===== config.mk =====
export PLATFORM = sky130hd
export DESIGN_NAME = bus_rr_arbiter
export DESIGN_NICKNAME = d
export VERILOG_FILES = /design/src/rtl/bus_pkg.sv /design/src/rtl/bus_rr_arbiter_rr_pick.sv /design/src/rtl/bus_rr_arbiter.sv
export SDC_FILE = /design/constraint.sdc
export NUM_CORES = 1
export LEC_CHECK = 0
export BUFFER_PORTS_ARGS = -buffer_cell sky130_fd_sc_hd__buf_2
export CORE_AREA = 2 2 219 221
export CTS_CLUSTER_DIAMETER = 80
export CTS_CLUSTER_SIZE = 14
export DETAILED_ROUTE_END_ITERATION = 12
export DIE_AREA = 0 0 221 223
export GPL_ROUTABILITY_DRIVEN = 0
export PLACE_DENSITY = 0.38
export SETUP_SLACK_MARGIN = 0.02
export SYNTH_ARGS = -nofsm -noshare
export SYNTH_HDL_FRONTEND = slang
export SYNTH_SLANG_ARGS = --single-unit

===== constraint.sdc =====
create_clock -name clk -period 2.5 [get_ports clk]
set_input_delay 0 -clock clk [delete_from_list [all_inputs] [get_ports clk]]
set_output_delay 0 -clock clk [all_outputs]
set_load 0.01 [all_outputs]

===== src/rtl/bus_pkg.sv =====
// Shared bus-side types and default widths used by the memory bus arbiter
// and by the cache/fetch units that sit on the same bus.
package bus_pkg;

  typedef enum logic [1:0] {
    IDLE,
    REQ,
    RESP
  } arb_state_t;

  localparam int BUS_TAG_W  = 13;
  localparam int BUS_DATA_W = 64;
  localparam int BUS_BEATS  = 8;

endpackage


===== src/rtl/bus_rr_arbiter_rr_pick.sv =====
// Round-robin picker: returns the first set request found scanning upward
// from last+1, wrapping modulo N.
module rr_pick #(
  parameter  int N  = 4,
  localparam int IW = (N > 1) ? $clog2(N) : 1
) (
  input  logic [N-1:0]  req,
  input  logic [IW-1:0] last,
  output logic          valid,
  output logic [IW-1:0] idx
);

  logic [IW-1:0] cand;

  // Walk from the farthest candidate back towards last+1 so the nearest requester wins.
  always_comb begin
    valid = 1'b0;
    idx   = '0;
    cand  = '0;
    for (int i = N; i >= 1; i--) begin
      cand = IW'((int'(last) + i) % N);
      if (req[cand]) begin
        valid = 1'b1;
        idx   = cand;
      end
    end
  end

endmodule


===== src/rtl/bus_rr_arbiter.sv =====
// Round-robin arbiter sharing one split-transaction memory bus among NCLIENT
// requesters; forwards the granted request and routes its response burst back.
module bus_rr_arbiter
  import bus_pkg::*;
#(
  parameter  int NCLIENT = 4,
  parameter  int ADDR_W  = 64,
  parameter  int DATA_W  = BUS_DATA_W,
  parameter  int TAG_W   = BUS_TAG_W,
  parameter  int BEATS   = BUS_BEATS,
  localparam int GW      = $clog2(NCLIENT)
) (
  input  logic                       clk,
  input  logic                       reset,
  input  logic [NCLIENT-1:0]         reqcyc,
  input  logic [NCLIENT*ADDR_W-1:0]  req,
  input  logic [NCLIENT*TAG_W-1:0]   reqtag,
  output logic [NCLIENT-1:0]         reqack,
  output logic [NCLIENT-1:0]         respcyc,
  output logic [DATA_W-1:0]          resp,
  output logic [TAG_W-1:0]           resptag,
  input  logic [NCLIENT-1:0]         respack,
  output logic                       bus_reqcyc,
  output logic [ADDR_W-1:0]          bus_req,
  output logic [TAG_W-1:0]           bus_reqtag,
  input  logic                       bus_reqack,
  input  logic                       bus_respcyc,
  input  logic [DATA_W-1:0]          bus_resp,
  input  logic [TAG_W-1:0]           bus_resptag,
  output logic                       bus_respack,
  output logic [GW-1:0]              grant_id,
  output logic                       tag_err
);

  localparam int CW = $clog2(BEATS) + 1;

  arb_state_t        state_q, state_d;
  logic [GW-1:0]     gnt_q, gnt_d;
  logic [GW-1:0]     last_q, last_d;
  logic [ADDR_W-1:0] lat_req_q, lat_req_d;
  logic [TAG_W-1:0]  lat_tag_q, lat_tag_d;
  logic [CW-1:0]     cnt_q, cnt_d;
  logic              tag_err_q, tag_err_d;

  logic              pick_valid;
  logic [GW-1:0]     pick_idx;
  logic              beat_done;

  rr_pick #(.N(NCLIENT)) u_pick (
    .req   (reqcyc),
    .last  (last_q),
    .valid (pick_valid),
    .idx   (pick_idx)
  );

  assign beat_done = (state_q == RESP) && bus_respcyc && respack[gnt_q];

  always_comb begin
    state_d   = state_q;
    gnt_d     = gnt_q;
    last_d    = last_q;
    lat_req_d = lat_req_q;
    lat_tag_d = lat_tag_q;
    cnt_d     = cnt_q;
    tag_err_d = tag_err_q;
    unique case (state_q)
      IDLE: begin
        if (pick_valid) begin
          gnt_d     = pick_idx;
          lat_req_d = req[pick_idx*ADDR_W +: ADDR_W];
          lat_tag_d = reqtag[pick_idx*TAG_W +: TAG_W];
          state_d   = REQ;
        end
      end
      REQ: begin
        if (bus_reqack) begin
          state_d = RESP;
          cnt_d   = '0;
        end
      end
      RESP: begin
        // A mismatched tag is flagged but the beat is still delivered to the client.
        if (beat_done) begin
          cnt_d = cnt_q + 1'b1;
          if (bus_resptag != lat_tag_q) begin
            tag_err_d = 1'b1;
          end
          if (cnt_q == CW'(BEATS - 1)) begin
            last_d  = gnt_q;
            cnt_d   = '0;
            state_d = IDLE;
          end
        end
      end
      default: state_d = IDLE;
    endcase
  end

  always_ff @(posedge clk) begin
    if (reset) begin
      state_q   <= IDLE;
      gnt_q     <= '0;
      last_q    <= GW'(NCLIENT - 1);
      lat_req_q <= '0;
      lat_tag_q <= '0;
      cnt_q     <= '0;
      tag_err_q <= 1'b0;
    end else begin
      state_q   <= state_d;
      gnt_q     <= gnt_d;
      last_q    <= last_d;
      lat_req_q <= lat_req_d;
      lat_tag_q <= lat_tag_d;
      cnt_q     <= cnt_d;
      tag_err_q <= tag_err_d;
    end
  end

  // Reset blanks every output, including those of a burst being abandoned.
  always_comb begin
    reqack      = '0;
    respcyc     = '0;
    resp        = '0;
    resptag     = '0;
    bus_reqcyc  = 1'b0;
    bus_req     = '0;
    bus_reqtag  = '0;
    bus_respack = 1'b0;
    if (!reset) begin
      case (state_q)
        REQ: begin
          bus_reqcyc     = 1'b1;
          bus_req        = lat_req_q;
          bus_reqtag     = lat_tag_q;
          reqack[gnt_q]  = bus_reqack;
        end
        RESP: begin
          respcyc[gnt_q] = bus_respcyc;
          resp           = bus_resp;
          resptag        = bus_resptag;
          bus_respack    = respack[gnt_q];
        end
        default: ;
      endcase
    end
  end

  assign grant_id = reset ? '0 : gnt_q;
  assign tag_err  = reset ? 1'b0 : tag_err_q;

endmodule


==> metrics.csv <==
metric,value,unit
initial_utilization,14.0,%
wl,41800,um
reg2reg_slack,0.16,ns
worst_path_largest_cell_delay,0.56,ns
critPathLaunchType,primary input,
synth_ff_type,dfxtp_1,
intPower,0.00329,W
syn_area,6600,um^2
setup.worst_path.end_class,flop,
root_buffer,clkbuf_16,
p_clk_share,30.3,%
clk_path_buf_depth,2,
hold_violations,0,
tightest_slew,0.555,ns
setup_violations,0,
dr.pass1.iters,5,
via_per_inst,4.19,
ys_async_sr_fraction,0,%
crit_chain,dlygate4sd3_1 > buf_2 > or4_4 > nand2_2 > a211o_2 > buf_12 > a21oi_1 > dlygate4sd3_1 > a221o_1,
first_iter_violations,290,
startpoint,reqcyc[2],
cts_tree,done,
io_buffers,563,
fin_skew,0.00892,ns
outcome,completed,
crit_end,lat_req_q[3],
die_area,49300,um^2
grt_pass1_vias,9948,
maxSlewHeadroom,63.0,%
grt_pass1_wl,59200,um
cellPowerDensity,363,nW/um^2
maxCapViolCount,0,
dp_hpwl,30200,um
worstHoldStart,req[46],
synthDistinctLibCells,44,
reg2reg_to,lat_req_q[3],
comb_power_share,35.0,%
pin_count,564,
synth_warnings,0,
syn_inst,910,
worst-setup-path-type,primary input to flop,
ys_seq_area_share,26.7,%
overflow,0,
slew_violations,0,
timing.final.crit_share,94.1,%
nets,2100,
worstPathArrival,2.62,ns
cpMostUsedCell,dlygate4sd3_1,
syn-mean-instance-area,7.25,um^2
chipWidth,221,um
peakVddDrop,0.307,mV
synth_nets,1308,
synth_seq_cells,88,
cts.sinks,88,
syn_to_final_growth,100,%
fill_cells,5163,
fin_util,28.0,%
antenna_found_initial,10,
clk_pin_slew,0.07,ns
cp_max_fo,42,
core,47100,um^2
clkLatencyLatePin,0.38,ns
htreeDepth,3,
cts_buffers,9,
wl_per_cell,17.9,um
period_needed,2.35,ns
required,2.77,ns
p_sw_share,31.5,%
rows,80,
drive_gt1_share,38.1,%
synth_edf_count,0,
vias,9759,
rr_worst_depth,8,
grt_util_all_layers,15.9,%
p_switching,0.00151,W
seqPwrFrac,34.7,%
p_leak,6.78,nW
hold_path_class,primary input to flop,
crit-reg2reg-launch,last_q[1],
final.setup.tns,0,ns
drc,0,
rsz0062_at_grt,no,
grt_max_degree,80,
fmax,425,MHz
slowest_stage,dlygate4sd3_1,
antenna_left,0,
dieHeight,223,um
==> cell type report <==
class	count	area [um^2]	share of cell area, %
Timing Repair Buffer	862	5890	44.6
Multi-Input combinational cell	736	4460	33.8
Sequential cell	88	1770	13.4
Tap cell	615	769	5.83
Clock buffer	12	246	1.87
Clock inverter	3	42.5	0.322
Inverter	5	18.8	0.142
Antenna cell	7	17.5	0.133
==> cell families (layout without fill, tap and decap cells) <==
| logic type | after synthesis | in the layout | share of synthesized area (%) |
|---|---|---|---|
| and+or+nand+nor | 517 | 517 | 37.5 |
| buffers and inverters | 86 | 882 | 6.73 |
| AOI/OAI and AO/OA | 150 | 150 | 18.1 |
| adders and majority gates | 1 | 1 | 0.190 |
| muxes | 54 | 54 | 8.87 |
| xor gates and xnor gates | 14 | 14 | 1.86 |
| other | 0 | 7 | 0 |
| DFF | 88 | 88 | 26.7 |
==> placed cells by master, fill, tap and decap left out, types with 2 or more instances in the layout <==
cell type	Yosys	routed
buf_2	25	563
dlygate4sd3_1	0	270
nand2_1	264	263
and2_1	156	155
dfxtp_1	88	86
a221o_1	77	77
a21oi_1	58	58
nand3_1	55	55
mux2i_1	27	27
mux2_2	26	26
buf_4	6	17
nor2_1	15	12
clkbuf_16	0	12
diode_2	0	7
xor2_1	7	7
xnor2_1	7	7
buf_12	0	7
inv_1	5	5
nand2b_1	4	4
nor3_1	4	3
nor4_1	3	3
nor2b_1	3	3
and3_1	2	2
a211o_1	3	2
nand3b_1	2	2
nor2_4	0	2
a21oi_4	1	2
and3b_1	2	2
nand4_1	2	2
clkbuf_1	41	2
buf_6	9	2
==> state kept, by name, summed over array words and instances, names as in the netlist <==
register and flops:
tag_err_q 1, cnt_q 4, lat_req_q 64, state_q 2, gnt_q 2, lat_tag_q 13, last_q 2
==> synthesized netlist by cell type (2+ instances only) <==
master,count,area (um^2)
a21oi_1,58,290
dfxtp_1,88,1760
xor2_1,7,61.3
and3b_1,2,17.5
nand3b_1,2,15.0
buf_2,25,125
clkbuf_1,41,154
and2_1,156,976
nand2b_1,4,25.0
nand2_1,264,991
and3_1,2,12.5
mux2_2,26,293
mux2i_1,27,270
nand4_1,2,12.5
a221o_1,77,771
nor2b_1,3,18.8
buf_6,9,101
nand3_1,55,275
nor2_1,15,56.3
buf_4,6,45.0
nor3_1,4,20.0
inv_1,5,18.8
nor4_1,3,18.8
xnor2_1,7,61.3
a211o_1,3,26.3
==> worst max-delay path: cells and delay by family <==
| family | cells | cell delay [ns] |
|---|---|---|
| and+or+nand+nor | 2 | 0.66 |
| buffers and inverters | 4 | 1.46 |
| AOI/OAI and AO/OA | 3 | 0.49 |
==> worst min-delay path by stage <==
stage,to,slack (ns),depth (start not counted)
after floorplan,state_q[0],0.12,1
after global placement,state_q[0],0.25,2
after detailed placement,state_q[0],0.25,2
after CTS,lat_req_q[40],0.0002,4
after global routing,lat_req_q[5],0.03,4
final,lat_req_q[46],0.04,4
==> stage by stage <==
step	std cells	power, W	worst slack [ns]	hold WS, ns	cell area, um^2
after floorplan	910	0.00235	0.514	0.118	6600
after global placement	2032	0.00299	0.344	0.250	10100
after detailed placement	2032	0.00300	0.326	0.254	10100
after CTS	2317	0.00489	0.0368	0.000178	13100
after global routing	2328	0.00512	0.0286	0.0287	13200
final	2328	0.00480	0.147	0.0370	13200
==> power by group through the flow <==
stage / Clock, W / Combinational [W] / Sequential, W
floorplan: 0 / 0.000701 / 0.00165
global placement: 0 / 0.00130 / 0.00169
detailed placement: 0 / 0.00131 / 0.00169
CTS: 0.00156 / 0.00167 / 0.00166
global route: 0.00160 / 0.00184 / 0.00168
finish: 0.00145 / 0.00168 / 0.00167
==> what timing repair did <==
action / CTS / global route
endpoints found under the setup margin: 0 / 36
hold buffers: 270 / 0
setup buffers: 0 / 1
resized for setup: 0 / 9
endpoints found under the hold margin: 80 / 0
==> metal layers <==
layer	GRT usage [%]	vias to the layer above	routed length, um
met1	17.0	4559	15900
li1	-	4710	-
met3	4.45	60	2770
met2	28.1	424	21100
met4	9.01	6	2010
met5	0	-	37
Power figures use the tool's default switching activity.
